[src/rtl/niu_sio_pkg.sv]
// Shared types and constants for the NIU DMA-response receive path.
// Optional parity checking is enabled by defining NIU_SIO_PAR_CHK_EN.
package niu_sio_pkg;

  localparam int HDR_W  = 128;
  localparam int BEAT_W = 128;
  localparam int BEATS  = 4;
  localparam int PAR_W  = 8;
  localparam int DATA_W = BEAT_W * BEATS;

  typedef enum logic [0:0] {
    ST_IDLE    = 1'b0,
    ST_PAYLOAD = 1'b1
  } rx_state_e;

  typedef struct packed {
    logic [HDR_W-1:0]  hdr;
    logic [DATA_W-1:0] data;
    logic              has_data;
    logic              par_err;
  } rsp_t;

  // Even parity per 16-bit lane: bit i is the XOR of beat[16i+15:16i].
  function automatic logic [PAR_W-1:0] beat_parity(input logic [BEAT_W-1:0] beat);
    logic [PAR_W-1:0] par;
    for (int i = 0; i < PAR_W; i++) begin
      par[i] = ^beat[16*i +: 16];
    end
    return par;
  endfunction

endpackage

[src/rtl/niu_sio_rsp_fifo.sv]
// Show-ahead FIFO of completed responses. Head entry is presented whenever
// the FIFO is non-empty; output reads as zero while empty.
module niu_sio_rsp_fifo
  import niu_sio_pkg::*;
#(
  parameter int DEPTH = 2
) (
  input  logic clk_i,
  input  logic rst_i,
  input  logic push_i,
  input  rsp_t wdata_i,
  input  logic pop_i,
  output rsp_t rdata_o,
  output logic full_o,
  output logic empty_o
);

  localparam int PTR_W = $clog2(DEPTH);
  localparam int CNT_W = PTR_W + 1;

  rsp_t             mem_q [DEPTH];
  logic [PTR_W-1:0] wr_ptr_q;
  logic [PTR_W-1:0] rd_ptr_q;
  logic [CNT_W-1:0] cnt_q;
  logic             wr_s;
  logic             rd_s;

  assign empty_o = (cnt_q == {CNT_W{1'b0}});
  assign full_o  = (cnt_q == CNT_W'(DEPTH));
  assign rd_s    = pop_i & ~empty_o;
  // A push into a full FIFO is only accepted when the head leaves the same cycle.
  assign wr_s    = push_i & (~full_o | rd_s);

  // Entry storage; written at the tail, no reset needed for payload.
  always_ff @(posedge clk_i) begin
    if (wr_s) begin
      mem_q[wr_ptr_q] <= wdata_i;
    end
  end

  // Pointer and occupancy bookkeeping; pointers wrap modulo DEPTH.
  always_ff @(posedge clk_i) begin
    if (rst_i) begin
      wr_ptr_q <= {PTR_W{1'b0}};
      rd_ptr_q <= {PTR_W{1'b0}};
      cnt_q    <= {CNT_W{1'b0}};
    end else begin
      if (wr_s) wr_ptr_q <= wr_ptr_q + PTR_W'(1);
      if (rd_s) rd_ptr_q <= rd_ptr_q + PTR_W'(1);
      case ({wr_s, rd_s})
        2'b10:   cnt_q <= cnt_q + CNT_W'(1);
        2'b01:   cnt_q <= cnt_q - CNT_W'(1);
        default: cnt_q <= cnt_q;
      endcase
    end
  end

  // Head presentation, forced to zero while empty.
  always_comb begin
    if (empty_o) begin
      rdata_o = '0;
    end else begin
      rdata_o = mem_q[rd_ptr_q];
    end
  end

endmodule

[src/rtl/niu_sio_dmarsp_rx.sv]
// Receives DMA responses from the SIU (header plus optional four payload
// beats), buffers completed responses and returns one credit per entry freed.
// Define NIU_SIO_PAR_CHK_EN to enable per-beat payload parity checking.
module niu_sio_dmarsp_rx
  import niu_sio_pkg::*;
#(
  parameter int DEPTH = 2
) (
  input  logic              iol2clk,
  input  logic              rst,
  input  logic              sio_niu_hdr_vld,
  input  logic              sio_niu_datareq,
  input  logic [BEAT_W-1:0] sio_niu_data,
  input  logic [PAR_W-1:0]  sio_niu_parity,
  output logic              niu_sio_credit,
  output logic              rsp_vld,
  input  logic              rsp_rdy,
  output logic [HDR_W-1:0]  rsp_hdr,
  output logic [DATA_W-1:0] rsp_data,
  output logic              rsp_has_data,
  output logic              rsp_par_err,
  output logic              proto_err,
  output logic              ovf_err
);

  rx_state_e             state_q, state_d;
  logic [1:0]            beat_cnt_q, beat_cnt_d;
  logic [HDR_W-1:0]      hdr_q, hdr_d;
  logic [3*BEAT_W-1:0]   data_q, data_d;
  logic                  par_acc_q, par_acc_d;
  logic                  beat_err_s;
  logic                  push_s;
  rsp_t                  push_rsp_s;
  logic                  proto_set_s;
  logic                  fifo_full_s;
  logic                  fifo_empty_s;
  logic                  pop_s;
  logic                  drop_s;
  rsp_t                  head_s;
  logic                  credit_q;
  logic                  proto_err_q;
  logic                  ovf_err_q;

`ifdef NIU_SIO_PAR_CHK_EN
  assign beat_err_s = |(beat_parity(sio_niu_data) ^ sio_niu_parity);
`else
  logic unused_par_s;
  assign unused_par_s = ^sio_niu_parity;
  assign beat_err_s   = 1'b0;
`endif

  // Next-state: header capture, beat collection and response completion.
  always_comb begin
    state_d     = state_q;
    beat_cnt_d  = beat_cnt_q;
    hdr_d       = hdr_q;
    data_d      = data_q;
    par_acc_d   = par_acc_q;
    push_s      = 1'b0;
    push_rsp_s  = '0;
    proto_set_s = 1'b0;
    if (sio_niu_hdr_vld) begin
      // A header always restarts reception; any partial payload is discarded.
      proto_set_s = (state_q == ST_PAYLOAD);
      if (sio_niu_datareq) begin
        hdr_d      = sio_niu_data;
        beat_cnt_d = 2'd0;
        par_acc_d  = 1'b0;
        state_d    = ST_PAYLOAD;
      end else begin
        push_s              = 1'b1;
        push_rsp_s.hdr      = sio_niu_data;
        push_rsp_s.data     = '0;
        push_rsp_s.has_data = 1'b0;
        push_rsp_s.par_err  = 1'b0;
        state_d             = ST_IDLE;
      end
    end else if (state_q == ST_PAYLOAD) begin
      case (beat_cnt_q)
        2'd0: data_d[BEAT_W-1:0]          = sio_niu_data;
        2'd1: data_d[2*BEAT_W-1:BEAT_W]   = sio_niu_data;
        2'd2: data_d[3*BEAT_W-1:2*BEAT_W] = sio_niu_data;
        2'd3: begin
          push_s              = 1'b1;
          push_rsp_s.hdr      = hdr_q;
          push_rsp_s.data     = {sio_niu_data, data_q};
          push_rsp_s.has_data = 1'b1;
          push_rsp_s.par_err  = par_acc_q | beat_err_s;
          state_d             = ST_IDLE;
        end
        default: state_d = ST_IDLE;
      endcase
      beat_cnt_d = beat_cnt_q + 2'd1;
      par_acc_d  = par_acc_q | beat_err_s;
    end else begin
      state_d = ST_IDLE;
    end
  end

  // Receive-side state registers.
  always_ff @(posedge iol2clk) begin
    if (rst) begin
      state_q    <= ST_IDLE;
      beat_cnt_q <= 2'd0;
      hdr_q      <= '0;
      data_q     <= '0;
      par_acc_q  <= 1'b0;
    end else begin
      state_q    <= state_d;
      beat_cnt_q <= beat_cnt_d;
      hdr_q      <= hdr_d;
      data_q     <= data_d;
      par_acc_q  <= par_acc_d;
    end
  end

  assign pop_s  = rsp_rdy & ~fifo_empty_s;
  assign drop_s = push_s & fifo_full_s & ~pop_s;

  niu_sio_rsp_fifo #(
    .DEPTH (DEPTH)
  ) u_fifo (
    .clk_i   (iol2clk),
    .rst_i   (rst),
    .push_i  (push_s),
    .wdata_i (push_rsp_s),
    .pop_i   (rsp_rdy),
    .rdata_o (head_s),
    .full_o  (fifo_full_s),
    .empty_o (fifo_empty_s)
  );

  // Credit pulse one cycle after each dequeue, plus sticky error flags.
  always_ff @(posedge iol2clk) begin
    if (rst) begin
      credit_q    <= 1'b0;
      proto_err_q <= 1'b0;
      ovf_err_q   <= 1'b0;
    end else begin
      credit_q    <= pop_s;
      proto_err_q <= proto_err_q | proto_set_s;
      ovf_err_q   <= ovf_err_q | drop_s;
    end
  end

  assign niu_sio_credit = credit_q;
  assign proto_err      = proto_err_q;
  assign ovf_err        = ovf_err_q;
  assign rsp_vld        = ~fifo_empty_s;
  assign rsp_hdr        = head_s.hdr;
  assign rsp_data       = head_s.data;
  assign rsp_has_data   = head_s.has_data;
  assign rsp_par_err    = head_s.par_err;

endmodule

[config.mk]
export PLATFORM = sky130hd
export DESIGN_NAME = niu_sio_dmarsp_rx
export DESIGN_NICKNAME = d
export VERILOG_FILES = /design/src/rtl/niu_sio_pkg.sv /design/src/rtl/niu_sio_rsp_fifo.sv /design/src/rtl/niu_sio_dmarsp_rx.sv
export SDC_FILE = /design/constraint.sdc
export NUM_CORES = 2
export LEC_CHECK = 0
export CAP_MARGIN = 40
export CORE_AREA = 5 5 362 364
export CTS_CLUSTER_DIAMETER = 200
export CTS_CLUSTER_SIZE = 8
export DETAILED_ROUTE_END_ITERATION = 12
export DIE_AREA = 0 0 367 369
export GPL_ROUTABILITY_DRIVEN = 0
export GPL_TIMING_DRIVEN = 1
export HOLD_SLACK_MARGIN = 0.05
export PLACE_DENSITY = 0.91
export SETUP_SLACK_MARGIN = 0.15
export SLEW_MARGIN = 20
export SYNTH_ARGS = -nofsm -noshare
export SYNTH_HDL_FRONTEND = slang
export SYNTH_SLANG_ARGS = --single-unit
[constraint.sdc]
create_clock -name iol2clk -period 42.8 [get_ports iol2clk]
set_input_delay 4.28 -clock iol2clk [delete_from_list [all_inputs] [get_ports iol2clk]]
set_output_delay 4.28 -clock iol2clk [all_outputs]
set_load 0.02 [all_outputs]
-- Word-level counts from Yosys, hierarchy flattened
Memories as Yosys holds them, arrays and structs flattened. A register that Yosys moved wholly into a read port is not among the register bits.
Cells that the tools add are included.
- bitwise gates (word level): 11
- reduce and logical (&&, ||, !) cells: 9
- eq/ne operators: 7
- $add $sub $neg: 5
- mux-type cells: 22
- operators by type and width (cell ; number):
    $mux 642 ; 5
    $mux 1 ; 13
    $reduce_and 3->1 ; 3
    $eq 2x2->1 const B ; 4
    $mux 2 ; 3
    $add 2x1->2 const B ; 2
    $and 1x1->1 ; 4
    $eq 2x1->1 const B ; 2
    $logic_not 2->1 ; 2
    $not 1->1 ; 4
    $pmux 2 s2 ; 1
    $reduce_and 2->1 ; 2
    $reduce_bool 2->1 ; 2
    $or 1x1->1 ; 3
    $add 1x1->1 const B ; 2
    $ne 2x1->1 const B ; 1
    $sub 2x1->2 const B ; 1
- bits in writable memories: 1284
- memories: 1
- input port bits: 141
- output and inout port bits: 646
- logic and storage cells: 67
- flip-flop bits (word level): 522
- memory list (memory ; depth ; width ; rd ports ; clocked after Yosys merged registers in ; write ports ; RTL line ; source):
    u_fifo.mem_q ; 2 ; 642 ; 1 ; 1 ; 1 ; niu_sio_rsp_fifo.sv:21 ; rsp_t mem_q [DEPTH];

-- Longest topological paths before layout
- word-level depth: 7
- gate-level depth with buffers: 10
- mapped depth without buffers: 8

-- Cells and area by module
A second synthesis with hierarchy kept.
- cell total of the unflattened synthesis: 5731
- area, all modules: 71637.5 µm²
- by module, submodules not included (module ; area each (µm²) ; seq. area each (µm²) ; times used ; cells an instance):
    niu_sio_rsp_fifo ; 48833.1 ; 38657.1 ; 1 ; 2742
    niu_sio_dmarsp_rx ; 22804.4 ; 10369.9 ; 1 ; 2989

-- Worst setup path before layout
Ideal clock, no wire load.
- kind: input -> register
- start: input port sio_niu_hdr_vld
- end: memory u_fifo.mem_q[0][100] in the netlist's numbering (enable)
- slack: 9547 ps
- stages on the path: 6
- path buffers: 2
- setup time: 1669 ps
- data required time: 41131 ps
- data arrival time: 31584 ps
- path through: and3b_1 > buf_2 > buf_6 > o21ba_1 > inv_1 > nor2_1
- word-level cells in the longest chain between the ends: 4
- RTL lines (element ; RTL line ; source):
    start, declared ; niu_sio_dmarsp_rx.sv:11 ; input logic sio_niu_hdr_vld,
    $mux 1 ; niu_sio_dmarsp_rx.sv:62 ; if (sio_niu_hdr_vld) begin
    $and 1x1->1 ; niu_sio_rsp_fifo.sv:32 ; assign wr_s = push_i & (~full_o | rd_s);
    $mux 1 ; niu_sio_rsp_fifo.sv:36 ; if (wr_s) begin
    $mux 1 (not written as such) ; niu_sio_rsp_fifo.sv:37 ; mem_q[wr_ptr_q] <= wdata_i;
    end, declared ; niu_sio_rsp_fifo.sv:21 ;
No other way between the ends.

==> flow_metrics.env <==
export IMPL_htree_levels=5
export IMPL_cts_hold_buf=0
export IMPL_cts_resized=0
export IMPL_fin_skew_ns=0.0651
export IMPL_yosys_top_cells_area="edfxtp_1, dfxtp_1, mux2i_1"
export IMPL_die_x_um=367
export IMPL_p_int_uw=3690
export IMPL_wirelength_mm=222
export IMPL_synth_seq_cells=1805
export IMPL_start_kind="flip-flop"
export IMPL_synth_top_area_share_pct=54.3
export IMPL_hold_depth=2
export IMPL_cts_sinks=1805
export IMPL_synth_area_leader_cell="edfxtp_1"
export IMPL_clockRootBuffer="clkbuf_16"
export IMPL_multiInputGateArea_mm2=0.0199
export IMPL_syn_area_per_cell_um2=12.4
export IMPL_period_minus_slack_ns=9.72
export IMPL_clkSlewWorstSetupHoldPaths_ns=0.05
export IMPL_maxCapViolCount=0
export IMPL_final_util_pct=69.5
export IMPL_grt_max_degree=242
export IMPL_synth_seq_area_share_pct=69.1
export IMPL_cts_tree="built"
export IMPL_power_leakage_uw=0.0304
export IMPL_initial_core_util_pct=55.8
export IMPL_setup_viol=0
export IMPL_syn2layout_area_growth_pct=24.4
export IMPL_ant_nets=0
export IMPL_hold_viol=0
export IMPL_synth_edf_count=1282
export IMPL_n_fill_cell=7078
export IMPL_cts_buffers=275
export IMPL_syn_num_nets=5866
export IMPL_setup_tns_final_ns=0
export IMPL_clockBufferDepth=4
export IMPL_clk_latency_ns=0.90
export IMPL_die_h_um=369
export IMPL_comb_power_share_pct=27.3
export IMPL_grt_use_total_pct=31.5
export IMPL_path_max_fanout=138
export IMPL_synth_top_cells_by_count="edfxtp_1, nand2_1, nor2_1"
export IMPL_drtPass1Iterations=6
export IMPL_critPathMaxStageDelay_ns=0.82
export IMPL_layout_cells_non_filler=8338
export IMPL_vias=51700
export IMPL_synthArstFlopShare_pct=0
export IMPL_drc=0
export IMPL_crit_required_ns=38.52
export IMPL_tightest_slew_ns=1.28
export IMPL_critPathArrivalTime_ns=5.44
export IMPL_p_switching_uw=1680
export IMPL_fin_nets=6622
export IMPL_cp_cell_sequence="buf_4 -> buf_4 -> buf_12 -> mux2i_1 -> nor2_1 -> clkdlybuf4s50_1"
export IMPL_endpoint_kind="output pin"
export IMPL_drive_gt1_share_pct=6.09
export IMPL_synth_most_common_cell="edfxtp_1"
export IMPL_switching_share_pct=31.3
export IMPL_netlist_area_mm2=0.0709
export IMPL_drt_initial_drc_count=7179
export IMPL_outcome="finished, final reports clean"
export IMPL_worstHoldPathType="reg2reg"
export IMPL_io_buffers=777
export IMPL_vias_per_cell=6.20
export IMPL_antenna_found_initial=15
export IMPL_cpMaxStageDelayCell="dfxtp_4"
export IMPL_wl_per_cell_um=26.7
export IMPL_pin_count=787
export IMPL_slew_headroom_pct=14.9
export IMPL_regArea_mm2=0.0490
export IMPL_ir_drop_v=0.0000590
export IMPL_p_clk_share_pct=36.5
export IMPL_min_period_over_period_pct=22.7
export IMPL_fp_row_count=131
export IMPL_cp_common_cell="buf_4"
export IMPL_power_total_uw=5380
export IMPL_fp_coreArea_mm2=0.127
export IMPL_grt_pass1_wl_mm=326
export IMPL_post_cts_buffers=0
export IMPL_postSynthCellCount=5720
export IMPL_first_global_vias=53300
export IMPL_dpl_hpwl_mm=120
export IMPL_power_density_mw_per_mm2=61.0
export IMPL_drv_slew=0
export IMPL_rsz0062_at_grt="no"
export IMPL_max_freq_mhz=103
export IMPL_synth_cell_types=29
export IMPL_dp_cells=7849
export IMPL_p_seq_share_pct=36.2
export IMPL_synth_ff_type="edfxtp_1"
export IMPL_r2r_cells=13
export IMPL_grt_overflow=0
export IMPL_synth_warnings=0
export IMPL_worstSetupPathType="reg2out"
export IMPL_dieArea_mm2=0.135
-- placed cells by master, fill, tap and decap left out, types with 2 or more instances in the layout --
master | Yosys | routed
and2_4 | 0 | 2
o21ai_0 | 4 | 4
nor2_4 | 0 | 2
nor2b_1 | 3 | 2
nand2_1 | 1026 | 1025
diode_2 | 0 | 14
edfxtp_1 | 1282 | 1282
and2_1 | 514 | 512
a22o_1 | 128 | 128
nor2_1 | 652 | 650
inv_1 | 6 | 6
nand3b_1 | 3 | 3
clkbuf_16 | 0 | 280
dfxtp_1 | 523 | 522
mux2i_1 | 641 | 641
ha_1 | 5 | 5
clkbuf_1 | 137 | 174
xor2_1 | 2 | 2
and3b_4 | 0 | 4
a21oi_1 | 517 | 517
buf_4 | 8 | 55
clkdlybuf4s50_1 | 0 | 776
buf_16 | 0 | 39
inv_6 | 0 | 7
buf_12 | 0 | 10
-- worst max-delay path: cells and delay by family (launching register included) --
kind                   cells  cell delay, ns
multiplexers               1            0.19
AND/OR/NAND/NOR            1            0.51
buffers and inverters      4            2.94
flip-flops                 1            0.82
-- final timing paths --
kind / start / end / slack, ns
setup / recovery: flip-flop / rsp_data[184] / 33.08
hold / removal: data_q[368] / data_q[368] / 0.44
setup reg to reg: beat_cnt_q[0] / u_fifo.mem_q[0][43] / 37.16
hold reg to reg: data_q[368] / data_q[368] / 0.44
-- flip-flops by register name (all words and copies together), names as in the netlist, named ones only --
signal,count
u_fifo.wr_ptr_q,1
u_fifo.mem_q,1282
state_q,1
proto_err,1
ovf_err,1
niu_sio_credit,1
beat_cnt_q,2
u_fifo.rd_ptr_q,1
u_fifo.cnt_q,2
hdr_q,128
data_q,384
-- metrics by stage --
| step | hold slack (ns) | instance area (um^2) | setup WS (ns) |
|---|---|---|---|
| after floorplan | 0.432 | 70900 | 9.55 |
| after global placement | 0.437 | 79300 | 31.68 |
| after detailed placement | 0.442 | 80200 | 32.70 |
| after CTS | 0.448 | 87900 | 33.12 |
| after global routing | 0.460 | 88200 | 32.94 |
| final | 0.445 | 88200 | 33.08 |
-- metal layers --
metal	global-route usage, %	up-vias	wire, um
met1	36.2	25100	73700
li1	-	21400	-
met3	8.40	1009	24500
met5	0	-	28
met4	25.1	4	19600
met2	50.2	4179	105000
-- logic make-up after synthesis --
family / synth area share, %
xor+xnor: 0.0371
fa+ha+maj: 0.0882
simple gates: 13.6
flops: 69.1
compound gates: 5.28
buf+inv: 2.91
other cells: 0.00529
mux: 9.07
-- cell type report --
type,instances,area share (%)
flip-flops and latches,1805,55.5
multi-input cells,3507,22.6
repair buffers,881,10.7
clock buffers,454,8.68
well taps,1662,2.36
clock inverters,9,0.0936
diodes,14,0.0397
inverters,6,0.0255
-- power by group through the flow --
stage | Clock (uW) | Sequential, uW | Combinational (uW)
6_report | 1960 | 1950 | 1470
5_1_grt | 2060 | 1950 | 1510
4_1_cts | 1970 | 1950 | 1440
3_5_place_dp | 0 | 1980 | 1410
3_3_place_gp | 0 | 1970 | 1380
2_1_floorplan | 0 | 2020 | 766
Note: power is estimated with default switching activity, not from simulation.
